==> config.mk <==
export PLATFORM = sky130hd
export DESIGN_NAME = cr_2_flat
export DESIGN_NICKNAME = d
export VERILOG_FILES = /design/src/rtl/cr_2_if.sv /design/src/rtl/cr_2.sv /design/src/flat_wrapper.sv
export SDC_FILE = /design/constraint.sdc
export NUM_CORES = 1
export LEC_CHECK = 0
export ABC_AREA = 1
export CAP_MARGIN = 40
export CORE_MARGIN = 4
export CORE_UTILIZATION = 48
export CTS_CLUSTER_SIZE = 14
export DETAILED_ROUTE_END_ITERATION = 6
export PLACE_DENSITY = 0.69
export SLEW_MARGIN = 10
export SYNTH_ARGS = -nofsm -noshare
export SYNTH_HDL_FRONTEND = slang
export SYNTH_SLANG_ARGS = --single-unit
==> constraint.sdc <==
create_clock -name CLK -period 2.5 [get_ports CLK]
set_input_delay 0.5 -clock CLK [delete_from_list [all_inputs] [get_ports CLK]]
set_output_delay 0.5 -clock CLK [all_outputs]
set_load 0.02 [all_outputs]
==> src/rtl/cr_2_if.sv <==
// Control, status and display signals of cr_2, grouped for connection as one port.
// The module drives the slave side; the environment drives the master side.
interface cr_2_if #(
    parameter int W     = 8,
    parameter int DEPTH = 16,
    parameter int CNT_W = 16
);
    logic                     ENgen;
    logic                     ENwrk;
    logic                     ENraf;
    logic [1:0]               mode;
    logic [W-1:0]             thr;
    logic [$clog2(DEPTH):0]   usedw;
    logic                     full;
    logic                     empty;
    logic [CNT_W-1:0]         bc;
    logic                     ovf;
    logic [6:0]               ss;
    logic [3:0]               dig;

    modport master (
        output ENgen, ENwrk, ENraf, mode, thr,
        input  usedw, full, empty, bc, ovf, ss, dig
    );

    modport slave (
        input  ENgen, ENwrk, ENraf, mode, thr,
        output usedw, full, empty, bc, ovf, ss, dig
    );
endinterface

==> src/rtl/cr_2.sv <==
// Counting generator feeding a DEPTH x W FIFO; a filtering reader counts matches,
// and the match count is shown on a 4-digit multiplexed active-low hex display.
module cr_2 #(
    parameter int W     = 8,
    parameter int DEPTH = 16,
    parameter int CNT_W = 16,
    parameter int DIV   = 1000
) (
    input logic  CLK,
    input logic  RST,
    cr_2_if.slave bus
);
    localparam int AW = $clog2(DEPTH);
    localparam int RW = (DIV > 1) ? $clog2(DIV) : 1;

    logic [W-1:0]     mem [DEPTH];
    logic [W-1:0]     gen_cnt;
    logic [W-1:0]     q;
    logic             q_valid;
    logic [AW-1:0]    wr_ptr;
    logic [AW-1:0]    rd_ptr;
    logic [AW:0]      usedw;
    logic [AW:0]      usedw_n;
    logic             full;
    logic             empty;
    logic             wrreq;
    logic             rdreq;
    logic             match;
    logic [CNT_W-1:0] bc;
    logic             ovf;
    logic [RW-1:0]    refresh;
    logic [1:0]       idx;
    logic [1:0]       idx_n;
    logic [15:0]      bc16;
    logic [3:0]       nib;
    logic [6:0]       ss;
    logic [3:0]       dig;

    function automatic logic [6:0] hex7(input logic [3:0] n);
        logic [6:0] s;
        case (n)
            4'h0: s = 7'b1000000;
            4'h1: s = 7'b1111001;
            4'h2: s = 7'b0100100;
            4'h3: s = 7'b0110000;
            4'h4: s = 7'b0011001;
            4'h5: s = 7'b0010010;
            4'h6: s = 7'b0000010;
            4'h7: s = 7'b1111000;
            4'h8: s = 7'b0000000;
            4'h9: s = 7'b0010000;
            4'hA: s = 7'b0001000;
            4'hB: s = 7'b0000011;
            4'hC: s = 7'b1000110;
            4'hD: s = 7'b0100001;
            4'hE: s = 7'b0000110;
            default: s = 7'b0001110;
        endcase
        return s;
    endfunction

    assign wrreq = bus.ENgen & bus.ENwrk & ~full;
    assign rdreq = bus.ENraf & bus.ENwrk & ~empty;

    always_comb begin
        usedw_n = usedw;
        if (wrreq && !rdreq)
            usedw_n = usedw + (AW+1)'(1);
        else if (!wrreq && rdreq)
            usedw_n = usedw - (AW+1)'(1);
    end

    always_comb begin
        match = 1'b0;
        case (bus.mode)
            2'd0:    match = 1'b1;
            2'd1:    match = ~q[0];
            2'd2:    match = (q > bus.thr);
            default: match = (q == bus.thr);
        endcase
    end

    // dig and ss are both loaded from the next digit index so they switch together.
    always_comb begin
        idx_n = (refresh == RW'(DIV - 1)) ? idx + 2'd1 : idx;
        bc16  = 16'(bc);
        nib   = bc16[{idx_n, 2'b00} +: 4];
    end

    always_ff @(posedge CLK) begin
        if (wrreq)
            mem[wr_ptr] <= gen_cnt;
    end

    always_ff @(posedge CLK or negedge RST) begin
        if (!RST) begin
            gen_cnt <= '0;
            wr_ptr  <= '0;
            rd_ptr  <= '0;
            usedw   <= '0;
            full    <= 1'b0;
            empty   <= 1'b1;
            q       <= '0;
            q_valid <= 1'b0;
            bc      <= '0;
            ovf     <= 1'b0;
            refresh <= '0;
            idx     <= '0;
            dig     <= 4'b1110;
            ss      <= 7'b1000000;
        end else begin
            if (wrreq) begin
                gen_cnt <= gen_cnt + W'(1);
                wr_ptr  <= wr_ptr + AW'(1);
            end
            if (rdreq) begin
                q      <= mem[rd_ptr];
                rd_ptr <= rd_ptr + AW'(1);
            end
            q_valid <= rdreq;
            usedw   <= usedw_n;
            full    <= (usedw_n == (AW+1)'(DEPTH));
            empty   <= (usedw_n == '0);

            // A pending evaluation completes even if the enables drop meanwhile.
            if (q_valid && match) begin
                if (bc == '1)
                    ovf <= 1'b1;
                else
                    bc <= bc + CNT_W'(1);
            end

            refresh <= (refresh == RW'(DIV - 1)) ? '0 : refresh + RW'(1);
            idx     <= idx_n;
            dig     <= ~(4'b0001 << idx_n);
            ss      <= hex7(nib);
        end
    end

    assign bus.usedw = usedw;
    assign bus.full  = full;
    assign bus.empty = empty;
    assign bus.bc    = bc;
    assign bus.ovf   = ovf;
    assign bus.ss    = ss;
    assign bus.dig   = dig;
endmodule

==> src/flat_wrapper.sv <==
// flat-port wrapper written by rule: the top's interface ports become plain ports
module cr_2_flat 
#(
    parameter int W     = 8,
    parameter int DEPTH = 16,
    parameter int CNT_W = 16,
    parameter int DIV   = 1000
)
  (CLK, RST, bus_ENgen, bus_ENwrk, bus_ENraf, bus_mode, bus_thr, bus_usedw, bus_full, bus_empty, bus_bc, bus_ovf, bus_ss, bus_dig);
  cr_2_if #(.W(W), .DEPTH(DEPTH), .CNT_W(CNT_W)) bus_i ();
  input logic CLK;
  input logic RST;
  input wire logic [$bits(bus_i.ENgen)-1:0] bus_ENgen;
  input wire logic [$bits(bus_i.ENwrk)-1:0] bus_ENwrk;
  input wire logic [$bits(bus_i.ENraf)-1:0] bus_ENraf;
  input wire logic [$bits(bus_i.mode)-1:0] bus_mode;
  input wire logic [$bits(bus_i.thr)-1:0] bus_thr;
  output wire logic [$bits(bus_i.usedw)-1:0] bus_usedw;
  output wire logic [$bits(bus_i.full)-1:0] bus_full;
  output wire logic [$bits(bus_i.empty)-1:0] bus_empty;
  output wire logic [$bits(bus_i.bc)-1:0] bus_bc;
  output wire logic [$bits(bus_i.ovf)-1:0] bus_ovf;
  output wire logic [$bits(bus_i.ss)-1:0] bus_ss;
  output wire logic [$bits(bus_i.dig)-1:0] bus_dig;
  assign bus_i.ENgen = bus_ENgen;
  assign bus_i.ENwrk = bus_ENwrk;
  assign bus_i.ENraf = bus_ENraf;
  assign bus_i.mode = bus_mode;
  assign bus_i.thr = bus_thr;
  assign bus_usedw = bus_i.usedw;
  assign bus_full = bus_i.full;
  assign bus_empty = bus_i.empty;
  assign bus_bc = bus_i.bc;
  assign bus_ovf = bus_i.ovf;
  assign bus_ss = bus_i.ss;
  assign bus_dig = bus_i.dig;
  cr_2 #(.W(W), .DEPTH(DEPTH), .CNT_W(CNT_W), .DIV(DIV)) u_core (.CLK(CLK), .RST(RST), .bus(bus_i));
endmodule
==> impl_metrics.json <==
{
  "start_util": 0.488,
  "yosysMostFrequentCell": "nand2_1",
  "final_antenna_net_count": 0,
  "num_antenna_cells": 0,
  "drtPass1Iterations": 5,
  "fin_area_sq_um": 10700,
  "yosysTopAreaCellShare": 0.421,
  "synth-seq-cells": 200,
  "hold_buffers": 0,
  "cts_root_buf": "clkbuf_16",
  "grt-ovfl-total": 0,
  "core-area_sq_um": 18700,
  "worst_slew_margin_rel": 0.471,
  "synthCells": 858,
  "ir_drop_mv": 0.585,
  "hold_viol": 0,
  "r2r-end": "u_core.bus.ss[0]",
  "area_growth_pct": 17.0,
  "routed_wl_mm": 20.4,
  "fill_cells": 1521,
  "maxCapViolCount": 0,
  "cts.path.max_buffers": 2,
  "drt_iter0_markers": 671,
  "critPathLaunchType": "flip-flop",
  "status": "completed",
  "nNetsFinal": 975,
  "drive_gt1_frac": 0.131,
  "syn_area_per_cell_sq_um": 10.6,
  "yosys-top-cells-count": "147 x nand2_1, 128 x edfxtp_1, 121 x nor2_1",
  "synth_edf_count": 128,
  "fin_cells": 1183,
  "htreeDepth": 4,
  "globalplace.congestion": 0.872,
  "arrival_ps": 2640,
  "io_buffers": 49,
  "antenna_found_initial": 0,
  "critPathMaxFanout": 11,
  "synth_ff_type": "edfxtp_1",
  "critPathKind": "flip-flop to flip-flop",
  "tritoncts": "done",
  "clk_pin_slew_ps": 70,
  "grt_pass1_vias": 6148,
  "ys_async_sr_fraction": 0.360,
  "avgRoutedWirePerCell_um": 17.3,
  "ys_warn_count": 0,
  "yosysSeqAreaShare": 0.619,
  "skew_ps": 10.2,
  "post_dp_cell_area_sq_um": 10100,
  "grtUsageTotal": 0.194,
  "num_rows": 50,
  "drc": 0,
  "hpwl_mm": 13.2,
  "multiInputGateArea_sq_um": 3160,
  "ys_types": 41,
  "setup_viol": 0,
  "r2r_cells": 17,
  "critPathRequiredTime_ps": 2830,
  "min_period_ps": 2310,
  "max_freq_ghz": 0.433,
  "cts_inserted_buffers": 17,
  "die_y_um": 146,
  "synthTopCellsByArea": "edfxtp_1 42%, dfrtp_1 18%, nand2_1 6.0%, nor2_1 5.0%, o21ai_0 4.9%",
  "fin_crit_sh": 0.924,
  "dpl_worst_slack_ps": -87.4,
  "worstReg2RegStart": "u_core.refresh[0]",
  "cts_sinks": 200,
  "leakagePower_nw": 4.34,
  "ff2ff_setup_slack_ps": 190,
  "critPathCaptureType": "flip-flop",
  "die_w_um": 146,
  "io_pins": 50,
  "fin_ws_ps": 190,
  "dieArea_sq_um": 21300,
  "register_area_sq_um": 5650,
  "syn_area_sq_um": 9130,
  "vias_per_cell": 5.43,
  "grt_max_degree": 65,
  "placed_cells": 1146,
  "rsz0062_at_grt": "true",
  "drv_slew": 0,
  "tightest_slew_ps": 786,
  "yosysTopAreaCell": "edfxtp_1",
  "syn_nets": 897,
  "grt_pass1_wl_mm": 32.7,
  "clk_latency_ps": 430,
  "via_count": 6424,
  "hold_path.class": "input port to asynchronous set/reset pin",
  "power_density_nw_per_um2": 995
}
-- cells by family (layout without fill, tap and decap cells) --
| kind of cell | Yosys count | count (layout) | share of synthesized area |
|---|---|---|---|
| AO/OA/AOI/OAI | 146 | 146 | 0.0867 |
| flip-flops | 200 | 200 | 0.619 |
| AND/OR/NAND/NOR | 370 | 371 | 0.187 |
| adder cells (fa/ha/maj) | 24 | 24 | 0.0329 |
| XOR/XNOR | 34 | 34 | 0.0367 |
| buffers and inverters | 84 | 174 | 0.0382 |
-- worst max-delay path by stage --
stage,from,to,slack [ps],cells after the start
6_report,u_core.refresh[0],u_core.bus.ss[0],190,17
5_1_grt,u_core.refresh[0],u_core.bus.ss[0],-10,17
4_1_cts,u_core.refresh[0],u_core.bus.ss[0],120,15
3_5_place_dp,bus_thr[3],u_core.bus.bc[6],-90,10
3_3_place_gp,bus_thr[3],u_core.bus.bc[5],-50,10
2_1_floorplan,u_core.refresh[0],u_core.bus.ss[0],390,14
-- report_power, final --
| group | switching, W | internal [W] | leakage, nW | total [W] |
|---|---|---|---|---|
| sequential | 0.000350 | 0.00409 | 2.12 | 0.00444 |
| clock | 0.00128 | 0.00131 | 0.271 | 0.00260 |
| combinational | 0.00233 | 0.00127 | 1.95 | 0.00360 |
| total | 0.00396 | 0.00667 | 4.34 | 0.0106 |
-- final cells by class --
cell class	instances	area share
Clock buffer	17	0.0398
Timing Repair Buffer	90	0.0780
Inverter	52	0.0185
Sequential cell	200	0.529
Multi-Input combinational cell	575	0.295
Clock inverter	15	0.0121
Tap cell	234	0.0274
-- sequential cells by signal, indices dropped and copies added, names as in the netlist, 5 cells and up --
register and cells:
u_core.gen_cnt 8, u_core.bus.bc 16, u_core.refresh 10, u_core.bus.usedw 5, u_core.bus.ss 7, u_core.q 8
u_core.mem 128
-- worst max-delay path, cell delays in order, from the launching register on --
cell and delay (ps):
dfrtp_1 400, ha_1 230, nand2_2 120, nor2_4 50, buf_4 140, nand2_4 100, nand2_8 90, nand2_8 100
nand2_1 60, nand2_1 90, nand2_1 90, nand2_4 120, inv_2 60, ha_1 240, inv_1 100, nand2_1 60
nand3_1 70, nand2_1 60
-- per-stage QoR --
stage / setup TNS [ps] / hold WS [ps] / total power, W / util
finish: 0 / 35.2 / 0.0106 / 0.571
detailed placement: -1160 / 452 / 0.00810 / 0.539
floorplan: 0 / 204 / 0.00676 / -
global placement: -652 / 452 / 0.00805 / 0.539
global route: -13.5 / 51.8 / 0.0113 / 0.571
CTS: 0 / 42.0 / 0.0107 / 0.568
-- repair_timing --
item,CTS,global route
buffers inserted,0,4
resized for setup,0,2
setup endpoints to repair,0,5
-- layer usage --
| metal | global-route usage | part of all wire | up-vias | wire, um |
|---|---|---|---|---|
| met4 | 0.0617 | 0.018 | 0 | 374 |
| met2 | 0.314 | 0.48 | 185 | 9860 |
| met1 | 0.262 | 0.44 | 3094 | 9060 |
| li1 | - | - | 3115 | - |
| met3 | 0.0452 | 0.055 | 30 | 1110 |
| met5 | 0 | 0 | - | 0 |
-- placed cells by master (no fill, tap or decap), types with 24 or more instances in the layout --
cell and n:
nand2_1 147, edfxtp_1 128, nor2_1 121, o21ai_0 90, dfrtp_1 66, clkdlybuf4s50_1 48
inv_1 42, buf_4 39, nand3_1 38, o22ai_1 36, ha_1 24
Note: power is estimated with default switching activity, not from simulation.
